==> config.mk <==
export PLATFORM = sky130hd
export DESIGN_NAME = linkinit_state
export DESIGN_NICKNAME = d
export VERILOG_FILES = /design/src/rtl/linkinit_state_pkg.sv /design/src/rtl/sb_tx_msg_holder.sv /design/src/rtl/linkinit_state.sv
export SDC_FILE = /design/constraint.sdc
export NUM_CORES = 1
export LEC_CHECK = 0
export BUFFER_PORTS_ARGS = -buffer_cell sky130_fd_sc_hd__buf_2
export CAP_MARGIN = 20
export CORE_AREA = 2 2 66 68
export DETAILED_ROUTE_END_ITERATION = 10
export DIE_AREA = 0 0 68 70
export GPL_ROUTABILITY_DRIVEN = 0
export PLACE_DENSITY_LB_ADDON = 0.15
export SKIP_CTS_REPAIR_TIMING = 1
export SLEW_MARGIN = 10
export SYNTH_ARGS = -nofsm -noshare
export SYNTH_HDL_FRONTEND = slang
export SYNTH_SLANG_ARGS = --single-unit
==> constraint.sdc <==
create_clock -name clk_100MHz -period 3.22 [get_ports clk_100MHz]
set_input_delay 0.322 -clock clk_100MHz [delete_from_list [all_inputs] [get_ports clk_100MHz]]
set_output_delay 0.322 -clock clk_100MHz [all_outputs]
set_load 0.1 [all_outputs]
==> src/rtl/linkinit_state_pkg.sv <==
// linkinit_state_pkg: sideband message codes and the debug view shared by the
// LINKINIT handler and its TX message holder.
package linkinit_state_pkg;

  // Sideband message codes. SB_NONE is the idle value on the message buses.
  typedef enum logic [7:0] {
    SB_NONE               = 8'h00,
    SB_ACTIVE_REQ         = 8'h01,
    SB_ACTIVE_RESP        = 8'h02,
    SB_LINKINIT_DONE_REQ  = 8'h85,
    SB_LINKINIT_DONE_RESP = 8'h8A
  } SB_msg_t;

  // Width of the retry count as seen on the debug port.
  localparam int DBG_CNT_W = 8;

  // Snapshot of the handler's internal state for checkers.
  typedef struct packed {
    logic [2:0]           state;
    logic                 req_rcvd;
    logic                 resp_rcvd;
    logic                 resp_sent;
    logic [DBG_CNT_W-1:0] retry_cnt;
  } linkinit_dbg_t;

endpackage

==> src/rtl/sb_tx_msg_holder.sv <==
// sb_tx_msg_holder: registers one sideband TX message and its valid, holding
// both until the sideband accepts it (valid & send_next_i) or clear_i aborts.
// Handshake: the message is transferred on a clock edge where valid_o=1 and
// send_next_i=1; valid_o drops on that edge and msg_o returns to SB_NONE.
module sb_tx_msg_holder
  import linkinit_state_pkg::*;
(
  input  logic    clk,
  input  logic    rst,
  input  logic    clear_i,
  input  logic    load_i,
  input  SB_msg_t msg_i,
  input  logic    send_next_i,
  output SB_msg_t msg_o,
  output logic    valid_o,
  output logic    sent_o
);

  SB_msg_t msg_q, msg_d;
  logic    valid_q, valid_d;

  assign sent_o  = valid_q & send_next_i;
  assign msg_o   = msg_q;
  assign valid_o = valid_q;

  // Next message/valid: abort beats a new load, a new load beats completion.
  always_comb begin
    msg_d   = msg_q;
    valid_d = valid_q;
    if (clear_i) begin
      msg_d   = SB_NONE;
      valid_d = 1'b0;
    end else if (load_i) begin
      msg_d   = msg_i;
      valid_d = 1'b1;
    end else if (sent_o) begin
      msg_d   = SB_NONE;
      valid_d = 1'b0;
    end
  end

  // Message holding registers.
  always_ff @(posedge clk or posedge rst) begin
    if (rst) begin
      msg_q   <= SB_NONE;
      valid_q <= 1'b0;
    end else begin
      msg_q   <= msg_d;
      valid_q <= valid_d;
    end
  end

endmodule

==> src/rtl/linkinit_state.sv <==
// linkinit_state: LTSM LINKINIT handler. Sends LINKINIT done REQ, answers the
// partner's REQ with RESP, and raises LINKINIT_done_o once our RESP is sent and
// the partner's RESP is received. Mainband is not touched here.
// Optional build macro LINKINIT_RETRY_LIMIT_EN: bounds REQ retries to
// MAX_RETRY and adds the ERROR state (LINKINIT_error_o); otherwise retries are
// unbounded and LINKINIT_error_o is tied 0.
// RX handshake: a message is consumed on any edge where SB_RX_msg_req_o=1 and
// SB_RX_msg_valid_i=1; SB_RX_msg_req_o is high only while waiting for replies.
module linkinit_state
  import linkinit_state_pkg::*;
#(
  parameter int MAX_RETRY   = 4,
  parameter int RETRY_CNT_W = 3
) (
  input  logic          clk_100MHz,
  input  logic          reset,
  input  logic          enable_i,
  output logic          LINKINIT_done_o,
  output logic          LINKINIT_error_o,
  output SB_msg_t       SB_TX_msg_o,
  output logic [63:0]   SB_TX_dataBus_o,
  output logic          SB_TX_msg_valid_o,
  input  logic          SB_TX_msg_sendNextFlag_i,
  input  SB_msg_t       SB_RX_msg_i,
  input  logic [63:0]   SB_RX_dataBus_i,
  output logic          SB_RX_msg_req_o,
  input  logic          SB_RX_msg_valid_i,
  input  logic          SBmessage_retry_timeout_flag,
  output logic          reset_SBmessage_retry_timeout,
  output logic          reset_state_timeout_counter_o,
  output linkinit_dbg_t dbg_o
);

  typedef enum logic [2:0] {
    ST_IDLE    = 3'd0,
    ST_TX_REQ  = 3'd1,
    ST_WAIT    = 3'd2,
    ST_TX_RESP = 3'd3,
`ifdef LINKINIT_RETRY_LIMIT_EN
    ST_DONE    = 3'd4,
    ST_ERROR   = 3'd5
`else
    ST_DONE    = 3'd4
`endif
  } state_t;

  state_t  state_q, state_d;
  logic    req_rcvd_q, req_rcvd_d;
  logic    resp_rcvd_q, resp_rcvd_d;
  logic    resp_sent_q, resp_sent_d;
  logic    pulse_state_q, pulse_state_d;
  logic    pulse_retry_q, pulse_retry_d;
  logic    tx_load, tx_clear, tx_sent, rx_take;
  SB_msg_t tx_load_msg;
`ifdef LINKINIT_RETRY_LIMIT_EN
  logic [RETRY_CNT_W-1:0] retry_cnt_q, retry_cnt_d;
`endif

  // The payload is never used in this exchange, in either direction.
  assign SB_TX_dataBus_o = '0;

  assign SB_RX_msg_req_o = (state_q == ST_WAIT);
  assign rx_take         = SB_RX_msg_req_o & SB_RX_msg_valid_i;
  assign LINKINIT_done_o = (state_q == ST_DONE);
`ifdef LINKINIT_RETRY_LIMIT_EN
  assign LINKINIT_error_o = (state_q == ST_ERROR);
`else
  assign LINKINIT_error_o = 1'b0;
`endif

  assign reset_state_timeout_counter_o = pulse_state_q;
  assign reset_SBmessage_retry_timeout = pulse_retry_q;

  sb_tx_msg_holder u_tx_holder (
    .clk         (clk_100MHz),
    .rst         (reset),
    .clear_i     (tx_clear),
    .load_i      (tx_load),
    .msg_i       (tx_load_msg),
    .send_next_i (SB_TX_msg_sendNextFlag_i),
    .msg_o       (SB_TX_msg_o),
    .valid_o     (SB_TX_msg_valid_o),
    .sent_o      (tx_sent)
  );

  // Next state, flags, timer-restart pulses and TX holder control.
  always_comb begin
    state_d       = state_q;
    req_rcvd_d    = req_rcvd_q;
    resp_rcvd_d   = resp_rcvd_q;
    resp_sent_d   = resp_sent_q;
    pulse_state_d = 1'b0;
    pulse_retry_d = 1'b0;
    tx_load       = 1'b0;
    tx_load_msg   = SB_NONE;
    tx_clear      = 1'b0;
`ifdef LINKINIT_RETRY_LIMIT_EN
    retry_cnt_d   = retry_cnt_q;
`endif
    if (!enable_i) begin
      // Leaving the state: drop everything, including a message in flight.
      state_d     = ST_IDLE;
      req_rcvd_d  = 1'b0;
      resp_rcvd_d = 1'b0;
      resp_sent_d = 1'b0;
      tx_clear    = 1'b1;
`ifdef LINKINIT_RETRY_LIMIT_EN
      retry_cnt_d = '0;
`endif
    end else begin
      case (state_q)
        ST_IDLE: begin
          state_d       = ST_TX_REQ;
          tx_load       = 1'b1;
          tx_load_msg   = SB_LINKINIT_DONE_REQ;
          pulse_state_d = 1'b1;
          pulse_retry_d = 1'b1;
        end
        ST_TX_REQ: begin
          if (tx_sent) begin
            state_d       = ST_WAIT;
            pulse_retry_d = 1'b1;
          end
        end
        ST_WAIT: begin
          // A consumed RX message takes priority over the retry timeout.
          if (rx_take) begin
            if (SB_RX_msg_i == SB_LINKINIT_DONE_REQ) begin
              req_rcvd_d  = 1'b1;
              state_d     = ST_TX_RESP;
              tx_load     = 1'b1;
              tx_load_msg = SB_LINKINIT_DONE_RESP;
            end else if (SB_RX_msg_i == SB_LINKINIT_DONE_RESP) begin
              resp_rcvd_d = 1'b1;
            end
          end else if (resp_rcvd_q && resp_sent_q) begin
            state_d = ST_DONE;
          end else if (SBmessage_retry_timeout_flag && !resp_rcvd_q) begin
`ifdef LINKINIT_RETRY_LIMIT_EN
            if (retry_cnt_q == RETRY_CNT_W'(MAX_RETRY)) begin
              state_d = ST_ERROR;
            end else begin
              state_d     = ST_TX_REQ;
              tx_load     = 1'b1;
              tx_load_msg = SB_LINKINIT_DONE_REQ;
              retry_cnt_d = retry_cnt_q + 1'b1;
            end
`else
            state_d     = ST_TX_REQ;
            tx_load     = 1'b1;
            tx_load_msg = SB_LINKINIT_DONE_REQ;
`endif
          end
        end
        ST_TX_RESP: begin
          if (tx_sent) begin
            resp_sent_d = 1'b1;
            state_d     = ST_WAIT;
          end
        end
        ST_DONE: state_d = ST_DONE;
`ifdef LINKINIT_RETRY_LIMIT_EN
        ST_ERROR: state_d = ST_ERROR;
`endif
        default: state_d = ST_IDLE;
      endcase
    end
  end

  // State, exchange flags and pulse registers.
  always_ff @(posedge clk_100MHz or posedge reset) begin
    if (reset) begin
      state_q       <= ST_IDLE;
      req_rcvd_q    <= 1'b0;
      resp_rcvd_q   <= 1'b0;
      resp_sent_q   <= 1'b0;
      pulse_state_q <= 1'b0;
      pulse_retry_q <= 1'b0;
    end else begin
      state_q       <= state_d;
      req_rcvd_q    <= req_rcvd_d;
      resp_rcvd_q   <= resp_rcvd_d;
      resp_sent_q   <= resp_sent_d;
      pulse_state_q <= pulse_state_d;
      pulse_retry_q <= pulse_retry_d;
    end
  end

`ifdef LINKINIT_RETRY_LIMIT_EN
  // REQ retry counter.
  always_ff @(posedge clk_100MHz or posedge reset) begin
    if (reset) retry_cnt_q <= '0;
    else       retry_cnt_q <= retry_cnt_d;
  end
`endif

  assign dbg_o.state     = state_q;
  assign dbg_o.req_rcvd  = req_rcvd_q;
  assign dbg_o.resp_rcvd = resp_rcvd_q;
  assign dbg_o.resp_sent = resp_sent_q;
`ifdef LINKINIT_RETRY_LIMIT_EN
  assign dbg_o.retry_cnt = DBG_CNT_W'(retry_cnt_q);
`else
  assign dbg_o.retry_cnt = '0;
`endif

endmodule

* Word-level counts from Yosys, hierarchy flattened *
Cells that the tools add are included.

storage, ports and cells
  flip-flop bits (word level) = 17
  output and inout bits = 92
  word-level logic and storage cells = 77

cells by class
  equality and inequality tests = 17
  mux-type cells = 41
  bitwise logic cells = 2
  reductions and logical operators = 9

operator list
  operator                                                                 number
  8-bit 2-to-1 mux                                                         7
  1-bit 2-to-1 mux                                                         24
  3-bit 2-to-1 mux                                                         6
  8-bit == test, second input constant                                     2
  8-bit case mux with 2 select lines                                       1
  2-bit by 1-bit inequality test with 1-bit output, second input constant  6
  3-bit case mux with 4 select lines                                       1
  3-bit by 2-bit == test with 1-bit output, second input constant          2
  3-bit AND reduction                                                      2
  5-bit by 2-bit inequality test with 1-bit output, second input constant  1
  4-bit by 3-bit inequality test with 1-bit output, second input constant  1
  1-bit case mux with 2 select lines                                       2
  4-bit AND reduction                                                      1
  3-bit by 1-bit == test with 1-bit output, second input constant          1
  3-bit == test, second input constant                                     1
  3-bit zero test                                                          1
  3-bit by 1-bit inequality test with 1-bit output, second input constant  1
  3-bit by 2-bit inequality test with 1-bit output, second input constant  1
  1-bit AND                                                                2
  1-bit logical AND                                                        2
  2-bit inequality test, second input constant                             1
  2-bit AND reduction                                                      1
  2-bit OR reduction                                                       1
  1-bit zero test                                                          1

* Longest topological paths before layout *
  depth after elaboration = 9
  depth in mapped cells = 5
  depth with buffers taken out = 4

* Hierarchy *
A second synthesis with hierarchy kept.

unflattened totals
  cell total of the unflattened synthesis = 169
  area, all modules = 1505.2 um^2

by module, submodules not included
  module            times used  cells an instance  area an instance (um^2)  seq. area each (um^2)
  linkinit_state    1           128                1064.8                   200.2
  sb_tx_msg_holder  1           41                 440.4                    225.2

* Least setup slack after synthesis *
Ideal clock, no wire load.

  path kind = reg2out
  start point = reg state_q[1]
  end point = out SB_RX_msg_req_o
  data arrival time = 2.617 ns
  setup slack = 0.281 ns
  stages on the path, launching flop included = 4
  path buffers = 1
  cells stage by stage = dfrtp_1 -> buf_2 -> nand2b_1 -> nor2_1

on the way
  cells in the longest elaborated chain, start to end = 1

ends and longest elaborated chain
  what                                      RTL line               source
  start: declaration                        linkinit_state.sv:47   state_t state_q, state_d;
  start signal: assignment                  linkinit_state.sv:180  state_q <= state_d;
  3-bit by 2-bit == test with 1-bit output  linkinit_state.sv:62   assign SB_RX_msg_req_o = (state_q == ST_WAIT);
  end: declaration                          linkinit_state.sv:26   output logic SB_RX_msg_req_o,

No other way between the ends.

* Final worst setup path *
  start point = reg state_q[1]
  end point = out LINKINIT_done_o

on the way
  cells in the longest elaborated chain, start to end = 1

ends and longest elaborated chain
  what              RTL line              source
  3-bit == test     linkinit_state.sv:64  assign LINKINIT_done_o = (state_q == ST_DONE);
  end: declaration  linkinit_state.sv:18  output logic LINKINIT_done_o,

No other way between the ends.

==> key figures <==
Power and ir drop
  – Total power: 0.842 mW
  – Peak VDD IR: 0.192 mV
  – Pwr dens: 738 nW/um2
  – Leakage: 0.664 nW

Setup path
  – Setup CP Type: register to output port
  – Worst-path cell chain: nand2b_1 > nor2_1 > buf_2
  – CP Capture Type: output port
  – Slowest-stage cell, CP: dfrtp_1
  – Largest stage delay on the critical path: 530 ps
  – Crit path from: state_q[1]
  – CP required: 2900 ps
  – Worst Path Arrival: 1520 ps
  – Top delay family on crit path: flip-flops
  – WP buf/inv: 1
  – Critical Path Fanout Max: 12
  – Worst Setup Start Kind: register
  – Reg2reg start: resp_rcvd_q

Detailed routing
  – Vias per cell: 3.41
  – Antenna-violating nets left: 0
  – First-pass DRT Iterations: 3
  – Via Count: 729
  – Initial DRC Count: 24
  – WL final: 1970 um
  – Residual DRC count: 0
  – Average wire per standard cell: 9.22 um

Finish
  – Antenna diodes: 0
  – Filler cells: 463
  – Share of layout cells above drive strength 1: 0.253
  – Fin nets: 241
  – Area grow syn2layout: -7.03%

Synthesis
  – Top_reg_cell synth: dfrtp_1
  – Post-synth EDFFs: 0
  – Top-area cell type share of the netlist area: 0.502
  – Avg Synthesized Cell Area: 8.89 um2
  – Post-synth ARST share: 1.00
  – Post-synthesis cell area: 1230 um2
  – Area leader, netlist: buf_4
  – Sequential area share after synthesis: 0.224
  – Most numerous cell in the Yosys netlist: buf_4
  – Yosys reg bits: 11
  – Largest cells by area after synthesis: buf_4 50%, dfrtp_1 22%, o21a_1 2.4%
  – Synth warnings: 0
  – Synth Instances: 138
  – Yosys cell types: 31
  – Top post-synthesis cells by count: 82 x buf_4, 11 x dfrtp_1, 7 x nor2_1

Clock network
  – Clk buf depth: 2
  – Clock Latency Late Sink: 240 ps
  – Root Buffer: clkbuf_8
  – CTS H-tree depth: 1
  – CTS Sinks: 11
  – CTS tree: yes
  – Clock transition at the registers of the reported paths: 60 ps
  – CTS Buf Count: 3

Die
  – Die ar.: 4760 um2
  – Initial Utilization: 0.296
  – Die Y: 70 um
  – Rows: 24
  – I/O pins: 170
  – Core ar.: 4140 um2
  – Die W: 68 um

Timing
  – Period minus WS final: 1840 ps
  – Layout Skew: 2.53 ps
  – Period utilisation layout: 0.571
  – Final setup vio count: 0
  – Fin. max-slew vios: 0
  – Sum Neg Setup Slack: 0 ps
  – Final Hold Viols: 0
  – Fmax achieved: 544 MHz
  – Unrepaired setup endpoints after global routing: false

Global route
  – Busiest grt layer: met2
  – Vias in the first global route: 582
  – Routing usage on met2: 0.120
  – Met3 usage: 0.0209
  – First-pass GRT wire length: 2770 um
  – Initial antenna violation count: 0
  – Met1 GRT Util: 0.101
  – GRT Util Overall: 0.0768
  – Pin count of the biggest net entering global routing: 13
  – GR Overflow Total: 0

Run
  – Max-cap violations: 0

Placement
  – Dpl hpwl: 1570 um
  – IO buf count: 29

Min path
  – Hold Path Class: primary input to async pin

Status
  – Outcome: complete, no violations
-- worst register-to-register path: stages, from the launching register on --
cell and delay, ps:
dfrtp_1 430, or3b_1 420, a211oi_2 330, nor2_1 90
o21a_1 170
-- cells by family after synthesis --
kind of cell    synth area share
mux                      0.00917
other cells              0.00306
simple gates               0.154
compound gates            0.0979
buf+inv                    0.512
flops                      0.224
-- where the power goes --
group | switching (mW) | internal (mW)
logic | 0.506 | 0.0315
registers | 0.0131 | 0.147
clock network | 0.0590 | 0.0854
-- per-layer routing --
layer | share of wire | vias up
met3 | 0.15 | 0
met2 | 0.43 | 70
met5 | 0 | -
met4 | 0 | 0
met1 | 0.42 | 318
li1 | - | 341
-- placed cells by master, fill, tap and decap left out, types with 2 or more instances in the layout --
cell / Yosys / routed
nor2b_1: 2 / 2
buf_2: 1 / 29
nand2_1: 4 / 4
dfrtp_1: 11 / 11
clkbuf_8: 0 / 3
conb_1: 1 / 76
o21a_1: 4 / 4
nand2b_1: 3 / 3
a211oi_2: 2 / 2
nor2_1: 7 / 7
-- final timing paths --
path                            slack (ps)  cells after the start                       endpoint
min in group clk_100MHz                380                      2                     req_rcvd_q
worst min register to register         490                      1                     req_rcvd_q
worst max-delay path                  1380                      3                LINKINIT_done_o
worst max register to register        1680                      4           u_tx_holder.msg_o[3]
max in group asynchronous             2840                      2                    resp_sent_q
worst min-delay path                    70                      2  reset_SBmessage_retry_timeout
-- area by class of cell --
class,count,area (um2),share of cell area
clock buffers,3,41.3,0.0362
clock inverters,1,5.00,0.00439
inverters,1,3.75,0.00329
multi-input cells,117,606,0.531
flip-flops and latches,11,275,0.241
well taps,52,65.1,0.0570
repair buffers,29,145,0.127
-- state kept, by name, indices dropped and copies added (netlist names) --
name / count
req_rcvd_q: 1
u_tx_holder.msg_o: 3
state_q: 3
resp_sent_q: 1
reset_SBmessage_retry_timeout: 1
reset_state_timeout_counter_o: 1
resp_rcvd_q: 1
-- per-stage QoR --
stage | utilization | instance area [um2] | std cells | hold slack (ps) | setup slack [ps]
after floorplan | - | 1510 | 213 | 174 | 281
after global placement | 0.264 | 1090 | 210 | 343 | 1610
after detailed placement | 0.264 | 1090 | 210 | 369 | 1600
after CTS | 0.275 | 1140 | 214 | 103 | 1380
after global routing | 0.275 | 1140 | 214 | 127 | 1320
final | 0.275 | 1140 | 214 | 70.5 | 1380
No activity file was read; power rests on OpenSTA's default activity.
